--- config.mk ---
export PLATFORM = sky130hd
export DESIGN_NAME = mpu_load_feeder_flat
export DESIGN_NICKNAME = d
export VERILOG_FILES = /design/src/rtl/mpu_load_feeder_pkg.sv /design/src/rtl/mpu_load_feeder_if.sv /design/src/rtl/mpu_load_feeder_stage_buffer.sv /design/src/rtl/mpu_load_feeder.sv /design/src/flat_wrapper.sv
export SDC_FILE = /design/constraint.sdc
export NUM_CORES = 1
export LEC_CHECK = 0
export ABC_AREA = 1
export BUFFER_PORTS_ARGS = -buffer_cell sky130_fd_sc_hd__buf_2
export CORE_AREA = 3 3 185 277
export CTS_BUF_LIST = sky130_fd_sc_hd__clkbuf_2
export DETAILED_ROUTE_END_ITERATION = 8
export DIE_AREA = 0 0 188 280
export GPL_ROUTABILITY_DRIVEN = 1
export GPL_TIMING_DRIVEN = 1
export PLACE_DENSITY_LB_ADDON = 0.1
export SYNTH_ARGS = -nofsm -noshare
export SYNTH_HDL_FRONTEND = slang
export SYNTH_SLANG_ARGS = --single-unit
export TNS_END_PERCENT = 10
--- constraint.sdc ---
create_clock -name clk -period 8.5 [get_ports clk]
set_input_delay 0 -clock clk [delete_from_list [all_inputs] [get_ports clk]]
set_output_delay 0 -clock clk [all_outputs]
set_load 0.005 [all_outputs]
--- src/rtl/mpu_load_feeder_pkg.sv ---
// Shared definitions for the mpu_load feeder: matrix geometry, element type and
// the feeder state encoding.
package mpu_load_feeder_pkg;

    localparam int unsigned M               = 4;
    localparam int unsigned N               = 4;
    localparam int unsigned MBITS           = $clog2(M);
    localparam int unsigned NBITS           = $clog2(N);
    localparam int unsigned MATRIX_REG_BITS = 2;

    typedef logic [31:0] float_sp;

    typedef enum logic [2:0] {
        FEED_IDLE,
        FEED_FILL,
        FEED_REQUEST,
        FEED_STREAM,
        FEED_FINAL
    } load_feed_state_e;

    // A descriptor is usable only if both dimensions are non-zero and fit the array.
    function automatic logic desc_size_ok(input logic [MBITS:0] m, input logic [NBITS:0] n);
        return (m != '0) && (n != '0) && (32'(m) <= M) && (32'(n) <= N);
    endfunction

endpackage

--- src/rtl/mpu_load_feeder_if.sv ---
// Descriptor, element-stream and mpu_load memory-side signals of the feeder.
interface mpu_load_feeder_if;
    import mpu_load_feeder_pkg::*;

    logic                     desc_valid_in;
    logic                     desc_ready_out;
    logic [MBITS:0]           desc_m_in;
    logic [NBITS:0]           desc_n_in;
    logic [MATRIX_REG_BITS:0] desc_addr_in;
    logic                     src_valid_in;
    logic                     src_ready_out;
    float_sp                  src_element_in;
    logic                     load_req_out;
    float_sp                  mem_load_element_out;
    logic [MBITS:0]           mem_m_load_size_out;
    logic [NBITS:0]           mem_n_load_size_out;
    logic [MATRIX_REG_BITS:0] mem_load_addr_out;
    logic                     mem_load_error_in;
    logic                     mem_load_ack_in;
    logic                     busy_out;
    logic                     done_out;
    logic                     error_out;

    modport master (
        output desc_valid_in, desc_m_in, desc_n_in, desc_addr_in,
               src_valid_in, src_element_in, mem_load_error_in, mem_load_ack_in,
        input  desc_ready_out, src_ready_out, load_req_out, mem_load_element_out,
               mem_m_load_size_out, mem_n_load_size_out, mem_load_addr_out,
               busy_out, done_out, error_out
    );

    modport slave (
        input  desc_valid_in, desc_m_in, desc_n_in, desc_addr_in,
               src_valid_in, src_element_in, mem_load_error_in, mem_load_ack_in,
        output desc_ready_out, src_ready_out, load_req_out, mem_load_element_out,
               mem_m_load_size_out, mem_n_load_size_out, mem_load_addr_out,
               busy_out, done_out, error_out
    );

endinterface

--- src/rtl/mpu_load_feeder_stage_buffer.sv ---
// Staging RAM for one matrix: synchronous write, combinational read, array not reset.
module mpu_stage_buffer
    import mpu_load_feeder_pkg::*;
#(
    parameter int unsigned DEPTH     = M * N,
    parameter int unsigned ADDR_BITS = 4
) (
    input  logic                 clk,
    input  logic                 wr_en,
    input  logic [ADDR_BITS-1:0] wr_addr,
    input  float_sp              wr_data,
    input  logic [ADDR_BITS-1:0] rd_addr,
    output float_sp              rd_data
);

    float_sp mem [DEPTH];

    always_ff @(posedge clk) begin
        if (wr_en) begin
            mem[wr_addr] <= wr_data;
        end
    end

    assign rd_data = mem[rd_addr];

endmodule

--- src/rtl/mpu_load_feeder.sv ---
// Buffers a whole row-major matrix, then streams it to mpu_load one element per ack.
module mpu_load_feeder
    import mpu_load_feeder_pkg::*;
#(
    parameter int unsigned BUF_DEPTH = M * N,
    parameter int unsigned CNT_BITS  = $clog2(BUF_DEPTH + 1)
) (
    input logic              clk,
    input logic              rst_n,
    mpu_load_feeder_if.slave bus
);

    localparam int unsigned ADDR_BITS = (BUF_DEPTH > 1) ? $clog2(BUF_DEPTH) : 1;

    load_feed_state_e         state, state_nxt;
    logic [CNT_BITS-1:0]      wr_cnt, wr_cnt_nxt, rd_cnt, rd_cnt_nxt, total;
    logic [MBITS:0]           m_q, m_nxt;
    logic [NBITS:0]           n_q, n_nxt;
    logic [MATRIX_REG_BITS:0] addr_q, addr_nxt;
    float_sp                  elem_q, elem_nxt, rd_data;
    logic                     err_q, err_nxt, active_q;
    logic                     src_ready, wr_en;
    logic [ADDR_BITS-1:0]     rd_addr;

    assign total     = CNT_BITS'(m_q) * CNT_BITS'(n_q);
    assign src_ready = (state == FEED_FILL) && (wr_cnt != total);
    assign wr_en     = src_ready && bus.src_valid_in;

    mpu_stage_buffer #(
        .DEPTH     (BUF_DEPTH),
        .ADDR_BITS (ADDR_BITS)
    ) u_buf (
        .clk     (clk),
        .wr_en   (wr_en),
        .wr_addr (wr_cnt[ADDR_BITS-1:0]),
        .wr_data (bus.src_element_in),
        .rd_addr (rd_addr),
        .rd_data (rd_data)
    );

    always_comb begin
        state_nxt  = state;
        wr_cnt_nxt = wr_cnt;
        rd_cnt_nxt = rd_cnt;
        m_nxt      = m_q;
        n_nxt      = n_q;
        addr_nxt   = addr_q;
        elem_nxt   = elem_q;
        err_nxt    = 1'b0;
        rd_addr    = '0;
        case (state)
            FEED_IDLE: begin
                if (bus.desc_valid_in && active_q) begin
                    if (desc_size_ok(bus.desc_m_in, bus.desc_n_in)) begin
                        m_nxt      = bus.desc_m_in;
                        n_nxt      = bus.desc_n_in;
                        addr_nxt   = bus.desc_addr_in;
                        wr_cnt_nxt = '0;
                        state_nxt  = FEED_FILL;
                    end else begin
                        err_nxt = 1'b1;
                    end
                end
            end
            FEED_FILL: begin
                if (wr_cnt == total) begin
                    state_nxt = FEED_REQUEST;
                end else if (wr_en) begin
                    wr_cnt_nxt = wr_cnt + CNT_BITS'(1);
                end
            end
            FEED_REQUEST: begin
                if (bus.mem_load_error_in) begin
                    err_nxt   = 1'b1;
                    m_nxt     = '0;
                    n_nxt     = '0;
                    addr_nxt  = '0;
                    state_nxt = FEED_IDLE;
                end else if (bus.mem_load_ack_in) begin
                    elem_nxt   = rd_data;
                    rd_cnt_nxt = CNT_BITS'(1);
                    state_nxt  = FEED_STREAM;
                end
            end
            FEED_STREAM: begin
                // Element leads mpu_load's write by one cycle: buf[rd_cnt] is presented on this ack.
                rd_addr = rd_cnt[ADDR_BITS-1:0];
                if (rd_cnt == total) begin
                    state_nxt = FEED_FINAL;
                end else if (bus.mem_load_ack_in) begin
                    elem_nxt   = rd_data;
                    rd_cnt_nxt = rd_cnt + CNT_BITS'(1);
                end
            end
            FEED_FINAL: begin
                m_nxt      = '0;
                n_nxt      = '0;
                addr_nxt   = '0;
                elem_nxt   = '0;
                wr_cnt_nxt = '0;
                rd_cnt_nxt = '0;
                state_nxt  = FEED_IDLE;
            end
            default: state_nxt = FEED_IDLE;
        endcase
    end

    always_ff @(posedge clk or negedge rst_n) begin
        if (!rst_n) begin
            state    <= FEED_IDLE;
            wr_cnt   <= '0;
            rd_cnt   <= '0;
            m_q      <= '0;
            n_q      <= '0;
            addr_q   <= '0;
            elem_q   <= '0;
            err_q    <= 1'b0;
            active_q <= 1'b0;
        end else begin
            state    <= state_nxt;
            wr_cnt   <= wr_cnt_nxt;
            rd_cnt   <= rd_cnt_nxt;
            m_q      <= m_nxt;
            n_q      <= n_nxt;
            addr_q   <= addr_nxt;
            elem_q   <= elem_nxt;
            err_q    <= err_nxt;
            active_q <= 1'b1;
        end
    end

    assign bus.desc_ready_out       = active_q && (state == FEED_IDLE);
    assign bus.src_ready_out        = src_ready;
    assign bus.load_req_out         = (state == FEED_REQUEST);
    assign bus.mem_load_element_out = elem_q;
    assign bus.mem_m_load_size_out  = m_q;
    assign bus.mem_n_load_size_out  = n_q;
    assign bus.mem_load_addr_out    = addr_q;
    assign bus.busy_out             = (state != FEED_IDLE);
    assign bus.done_out             = (state == FEED_FINAL);
    assign bus.error_out            = err_q;

endmodule

--- src/flat_wrapper.sv ---
// flat-port wrapper written by rule: the top's interface ports become plain ports
module mpu_load_feeder_flat import mpu_load_feeder_pkg::*;
#(
    parameter int unsigned BUF_DEPTH = M * N,
    parameter int unsigned CNT_BITS  = $clog2(BUF_DEPTH + 1)
)
  (clk, rst_n, bus_desc_valid_in, bus_desc_m_in, bus_desc_n_in, bus_desc_addr_in, bus_src_valid_in, bus_src_element_in, bus_mem_load_error_in, bus_mem_load_ack_in, bus_desc_ready_out, bus_src_ready_out, bus_load_req_out, bus_mem_load_element_out, bus_mem_m_load_size_out, bus_mem_n_load_size_out, bus_mem_load_addr_out, bus_busy_out, bus_done_out, bus_error_out);
  mpu_load_feeder_if bus_i ();
  input logic clk;
  input logic rst_n;
  input wire logic [$bits(bus_i.desc_valid_in)-1:0] bus_desc_valid_in;
  input wire logic [$bits(bus_i.desc_m_in)-1:0] bus_desc_m_in;
  input wire logic [$bits(bus_i.desc_n_in)-1:0] bus_desc_n_in;
  input wire logic [$bits(bus_i.desc_addr_in)-1:0] bus_desc_addr_in;
  input wire logic [$bits(bus_i.src_valid_in)-1:0] bus_src_valid_in;
  input wire logic [$bits(bus_i.src_element_in)-1:0] bus_src_element_in;
  input wire logic [$bits(bus_i.mem_load_error_in)-1:0] bus_mem_load_error_in;
  input wire logic [$bits(bus_i.mem_load_ack_in)-1:0] bus_mem_load_ack_in;
  output wire logic [$bits(bus_i.desc_ready_out)-1:0] bus_desc_ready_out;
  output wire logic [$bits(bus_i.src_ready_out)-1:0] bus_src_ready_out;
  output wire logic [$bits(bus_i.load_req_out)-1:0] bus_load_req_out;
  output wire logic [$bits(bus_i.mem_load_element_out)-1:0] bus_mem_load_element_out;
  output wire logic [$bits(bus_i.mem_m_load_size_out)-1:0] bus_mem_m_load_size_out;
  output wire logic [$bits(bus_i.mem_n_load_size_out)-1:0] bus_mem_n_load_size_out;
  output wire logic [$bits(bus_i.mem_load_addr_out)-1:0] bus_mem_load_addr_out;
  output wire logic [$bits(bus_i.busy_out)-1:0] bus_busy_out;
  output wire logic [$bits(bus_i.done_out)-1:0] bus_done_out;
  output wire logic [$bits(bus_i.error_out)-1:0] bus_error_out;
  assign bus_i.desc_valid_in = bus_desc_valid_in;
  assign bus_i.desc_m_in = bus_desc_m_in;
  assign bus_i.desc_n_in = bus_desc_n_in;
  assign bus_i.desc_addr_in = bus_desc_addr_in;
  assign bus_i.src_valid_in = bus_src_valid_in;
  assign bus_i.src_element_in = bus_src_element_in;
  assign bus_i.mem_load_error_in = bus_mem_load_error_in;
  assign bus_i.mem_load_ack_in = bus_mem_load_ack_in;
  assign bus_desc_ready_out = bus_i.desc_ready_out;
  assign bus_src_ready_out = bus_i.src_ready_out;
  assign bus_load_req_out = bus_i.load_req_out;
  assign bus_mem_load_element_out = bus_i.mem_load_element_out;
  assign bus_mem_m_load_size_out = bus_i.mem_m_load_size_out;
  assign bus_mem_n_load_size_out = bus_i.mem_n_load_size_out;
  assign bus_mem_load_addr_out = bus_i.mem_load_addr_out;
  assign bus_busy_out = bus_i.busy_out;
  assign bus_done_out = bus_i.done_out;
  assign bus_error_out = bus_i.error_out;
  mpu_load_feeder #(.BUF_DEPTH(BUF_DEPTH), .CNT_BITS(CNT_BITS)) u_core (.clk(clk), .rst_n(rst_n), .bus(bus_i));
endmodule
Yosys cells after proc, flatten, opt, wreduce, memory -nomap -nowiden
Memories as Yosys holds them, arrays and structs flattened.
Cells that the tools add are included.
- input port bits: 47
- memories: 1
- logic and storage cells: 91
- register bits after elaboration: 56
- output and inout bits: 47
- RAM bits: 512
- memory list (memory ; words ; width ; read ports ; clocked after Yosys merged registers in ; write ports ; RTL line ; source):
    u_core.u_buf.mem ; 16 ; 32 ; 1 ; 0 ; 1 ; mpu_load_feeder_stage_buffer.sv:16 ; float_sp mem [DEPTH];
- equality and inequality tests: 19
- reduce and logical (&&, ||, !) cells: 19
- multipliers: 1
- order comparisons: 2
- mux-type cells: 38
- add/subtract/negate cells: 2
- operators with widths (kind ; number):
    $mux W32 ; 3
    $pmux W32 S3 ; 1
    $mux W5 ; 8
    $mux W3 ; 13
    $pmux W5 S3 ; 2
    $pmux W3 S3 ; 3
    $reduce_bool A3 Y1 ; 6
    $ne A2 B2 Y1 const B ; 8
    $reduce_and A5 Y1 ; 3
    $pmux W3 S4 ; 1
    $add A5 B1 Y5 const B ; 2
    $eq A5 B5 Y1 ; 2
    $logic_and A1 B1 Y1 ; 7
    $eq A3 B2 Y1 const B ; 2
    $le A3 B3 Y1 const B ; 2
    $ne A2 B1 Y1 const B ; 3
    $mul A3 B3 Y5 ; 1
    $mux W1 ; 5
    $ne A5 B5 Y1 ; 1
    $mux W4 ; 1
    $reduce_and A4 Y1 ; 1
    $eq A3 B1 Y1 const B ; 1
    $eq A3 B3 Y1 const B ; 1
    $logic_not A3 Y1 ; 1
    3 further kinds ; 3

Depth between registers and ports, before layout
- word-level depth: 7
- gate-level depth with buffers: 17
- mapped depth without buffers: 17

Modules after synthesis
From an unflattened synthesis, not the netlist that was laid out.
- cells, all modules: 2464
- area total of the unflattened synthesis: 25187.9 um^2
- modules (own cells, without submodules) (module ; area each (um^2) ; cells each ; sequential area each (um^2) ; instances):
    mpu_stage_buffer ; 22089.9 ; 2088 ; 15374.7 ; 1
    mpu_load_feeder ; 3098.0 ; 376 ; 1401.3 ; 1

Worst setup path after synthesis
OpenSTA, ideal clock, no wires.
- path kind: register -> register
- start: register u_core.n_q[0] (netlist: u_core.bus.mem_n_load_size_out[0])
- end: memory u_core.u_buf.mem[0][0] (netlist name), enable pin
- data arrival time: 3.766 ns
- data required time: 8.079 ns
- cell stages (with the launch flop): 16
- clock period less this slack: 4.187 ns
- library setup time: 0.421 ns
- slack: 4.313 ns
- cell sequence: dfrtp_1 > nand2_1 > inv_1 > fa_1 > ha_1 > inv_1 > fa_1 > nand2_1 > nand3_1 > nand2_1 > nand2_1 > nand3_1 > nand3_1 > inv_1 > nand2_1 > nor2_1
- cells in the longest elaborated chain, start to end: 6
- RTL lines (element ; RTL line ; source):
    from (decl) ; mpu_load_feeder.sv:18 ; logic [NBITS:0] n_q, n_nxt;
    from (signal assigned) ; mpu_load_feeder.sv:124 ; n_q <= n_nxt;
    $mul A3 B3 Y5 ; mpu_load_feeder.sv:25 ; assign total = CNT_BITS'(m_q) * CNT_BITS'(n_q);
    $ne A5 B5 Y1 ; mpu_load_feeder.sv:26 ; assign src_ready = (state == FEED_FILL) && (wr_cnt != total);
    $logic_and A1 B1 Y1 ; mpu_load_feeder.sv:26 ;
    $logic_and A1 B1 Y1 ; mpu_load_feeder.sv:27 ; assign wr_en = src_ready && bus.src_valid_in;
    $mux W1 ; mpu_load_feeder_stage_buffer.sv:19 ; if (wr_en) begin
    $mux W1 (implied by the code) ; mpu_load_feeder_stage_buffer.sv:20 ; mem[wr_addr] <= wr_data;
    to (decl) ; mpu_load_feeder_stage_buffer.sv:16 ;
Every way passes these cells.

Worst setup path in the final report
- start: register u_core.n_q[0] (netlist: u_core.bus.mem_n_load_size_out[0])
- end: memory u_core.u_buf.mem[8][4] (netlist name), enable pin
Same word-level chain as after synthesis.

==> impl_summary.txt <==
----------------------------------------------------
[Clocking]
  Max clock buf depth ... 3
  CTS clk-pin slew, worst paths ... 120 ps
  H-tree levels ... 4
  CTS tree ... done
  Clk Latency, worst-skew pair ... 1090 ps
  Inserted Clock Buffers ... 136
  Root Driver ... clkbuf_2
  Count of instances resized after the clock tree is built ... 0
  Number of sinks handled by clock tree synthesis ... 568

[Drt]
  Post-detailed-routing wire length ... 62.4 mm
  Drt wl/cell ... 20.3 um
  Met3 WL post-DR ... 3.35 mm
  First-pass iteration count of the detailed router ... 5
  Detail-routed via count per cell ... 5.40
  Topmost layer with routed signal wires ... met4
  First DRT Iteration DRCs ... 1287
  Met2 layer wire length in the routed design ... 32.1 mm
  Final ANT Viol Nets ... 0
  Routed length on met1 ... 24.7 mm
  Remaining design rule violation count ... 0
  Via total after detailed routing ... 16.5k

[Critical path]
  WS Path Type ... reg -> reg
  Worst path max stage delay ... 980 ps
  Max stage delay cell, worst path ... nor2_4
  Type of destination of the critical path ... flip-flop
  Required time worst endpoint ... 9100 ps
  Critical path, cell by cell ... nand2_1 -> inv_1 -> fa_1 -> ha_1 -> inv_1 -> fa_1 -> nand2_1 -> nand3_1 -> nand2_1 -> nand2_1 -> nand3_1 -> nand3_1 -> inv_1 -> nand2_1 -> nor2_4
  Most frequent cell on the critical path ... nand2_1
  Highest fanout seen on the critical path ... 32
  Critical path startpoint category ... flip-flop
  Data arrival time of the critical path ... 4950 ps
  Register-to-Register Path Depth ... 15

[Placement]
  Total half-perimeter wirelength after legalization and detailed placement ... 32.0 mm
  Total of buffers placed on input and output ports ... 93
  Gp weighted congestion ... 0.866
  Cell area after placement ... 0.0246 sq mm

[STA]
  Pins Over Slew Limit ... 0
  Setup total negative slack ... 0 ps
  Final worst clock skew ... 97.4 ps
  Final worst path period share ... 51.2%
  Final hold violation count ... 0
  Tightest Pin Transition ... 1200 ps
  Maximum clock rate ... 230 MHz
  RSZ-0062 raised after global routing ... false
  Final critical path time including I/O delays and setup ... 4360 ps
  Remaining max-slew budget at the tightest pin ... 19.5%
  Final-report setup violation count ... 0

[Die]
  Height of the chip ... 280 um
  Area of the core ... 0.0489 sq mm
  Starting utilization of the core area ... 48.0%
  Number of standard-cell rows in the floorplan ... 99
  Die Area ... 0.0526 sq mm
  Die span in x ... 188 um
  Number of top-level design ports ... 94

[Finish]
  Number of filler cells placed in the layout ... 4226
  Area growth syn-to-layout ... 14.8%
  Nets ... 2360
  Ratio of cells with drive above 1 in the final layout ... 15.5%
  Top library cells by usage in the layout, fill and taps aside ... nand3_1 (570), nand2_1 (546), edfxtp_1 (512)
  Area of the multi-input gates ... 0.00594 sq mm
  Final design utilization ... 55.1%
  Finished Cell Area ... 0.0269 sq mm
  Register Area ... 0.0168 sq mm
  Most common library cell in the layout ignoring fill and taps ... nand3_1

[Yosys]
  Number of library cell types mapped by synthesis ... 28
  Number of instances in the synthesized netlist ... 2065
  Warning count from the yosys run ... 0
  Dominant cell type by area after synthesis ... edfxtp_1
  Avg Cell Area, Syn ... 11.4 sq um
  Proportion of netlist area held by the largest area contributor ... 65.5%
  FF+latch count, synth ... 568
  Share of synthesized area occupied by flip-flops and latches ... 71.5%
  Syn Nets ... 2122
  Area of the mapped netlist ... 0.0235 sq mm
  Ranking of synthesized cells by area ... edfxtp_1 (65%), nand3_1 (12%), nand2_1 (8.7%), dfrtp_1 (6.0%), buf_2 (1.5%)

[Global route]
  Leftover overflow at the end of global routing ... 0
  Total global routing track utilization ... 23.8%
  Vias in the first global route ... 16.8k
  Maximum number of pins on one net before global-route repair ... 192
  Global-route wire length before repair ... 96.2 mm
  Antenna violations before repair ... 1

[Flow run]
  Max-cap viol count ... 0

[Hold path]
  Hold path depth ... 5
  Worst hold path class ... in -> reg

[Outcome]
  Outcome ... finished clean

[Pwr]
  Leakage power ... 0.0108 uW
  PnR Total Power ... 6770 uW
  Areal power density over the cells ... 251 mW/mm^2
  Peak ir drop on the vdd network ... 0.480 mV

----------------------------------------------------
-- registers in the layout, summed over array words and instances (netlist names) --
signal	count
u_core.u_buf.mem	512
u_core.bus.mem_load_element_out	32
u_core.rd_cnt	5
u_core.wr_cnt	5
u_core.bus.mem_load_addr_out	3
u_core.bus.mem_m_load_size_out	3
u_core.bus.mem_n_load_size_out	3
u_core.state	3
u_core.active_q	1
u_core.bus.error_out	1
-- power breakdown --
part | switching (uW) | internal [uW] | leakage [uW]
clock | 1050 | 784 | 0.00100
sequential | 161 | 3210 | 0.00532
combinational | 1050 | 519 | 0.00451
total | 2260 | 4510 | 0.0108
-- repair_timing --
| item | in CTS | in global routing |
|---|---|---|
| endpoints found under the hold margin | 668 | 0 |
| hold buffers | 110 | 0 |
| buffers inserted | 0 | 0 |
-- cell usage after synthesis --
master    instances
a21oi_1           1
a22oi_2           1
buf_1            11
buf_2            70
buf_4             1
clkbuf_1         48
clkinv_1          1
conb_1            1
dfrtp_1          56
edfxtp_1        512
fa_1              2
ha_1              8
inv_1            87
inv_2             1
nand2_1         547
nand2_2           1
nand3_1         570
nand3_2           1
nand3b_1          2
nand4_1           5
nor2_1           72
nor2_4            1
nor3_1            1
o21ai_0          21
o21ai_1          31
or2_2             2
xnor2_1           6
xor2_1            5
-- cells by family (layout without fill, tap and decap cells) --
family	count (synthesis)	after routing	synth area share, %
xor gates and xnor gates	11	11	0.410
and+or+nand+nor	1202	1202	22.4
DFF	568	568	71.5
AOI/OAI and AO/OA	54	54	1.18
adders and majority gates	10	10	0.597
buffers and inverters	219	562	3.89
other	1	2	0.0160
-- through the flow --
stage | worst slack [ps] | std cells | hold WS (ps)
final | 4140 | 3065 | 158
after CTS | 4120 | 3064 | 46.2
after global routing | 3870 | 3065 | 109
after global placement | 4290 | 2711 | 242
after detailed placement | 4190 | 2711 | 245
after floorplan | 4310 | 2065 | -296
-- routing by layer --
layer / global-route usage [%] / vias to the layer above
met3: 3.92 / 155
met5: 0 / -
met1: 29.0 / 8016
li1: - / 7789
met2: 41.7 / 587
met4: 10.6 / 0
-- worst max-delay path, delay by kind of cell (launching register included) --
family	cells	cell delay [ps]
AND/OR/NAND/NOR	9	2010
adder cells (fa/ha/maj)	3	1130
flip-flops	1	460
buffers and inverters	3	310
-- area by class of cell --
cell class              count  share of cell area, %
inverters                  89                   1.24
flip-flops and latches    568                   62.3
diodes                      1                0.00929
repair buffers            230                   6.61
well taps                 656                   3.05
multi-input cells        1278                   22.0
clock buffers             215                   3.99
clock inverters            28                  0.808
-- worst paths after layout --
check | from | to | slack (ps)
max in group asynchronous | rst_n | u_core.rd_cnt[0] | 7480
worst max-delay path | u_core.bus.mem_n_load_size_out[0] | u_core.u_buf.mem[8][4] | 4140
min in group asynchronous | rst_n | u_core.bus.mem_load_element_out[1] | 260
worst min-delay path | bus_mem_load_ack_in | u_core.bus.mem_load_element_out[26] | 160
worst max register to register | u_core.bus.mem_n_load_size_out[0] | u_core.u_buf.mem[8][4] | 4140
worst min register to register | u_core.bus.mem_load_element_out[30] | u_core.bus.mem_load_element_out[30] | 490
Power figures use the tool's default switching activity.
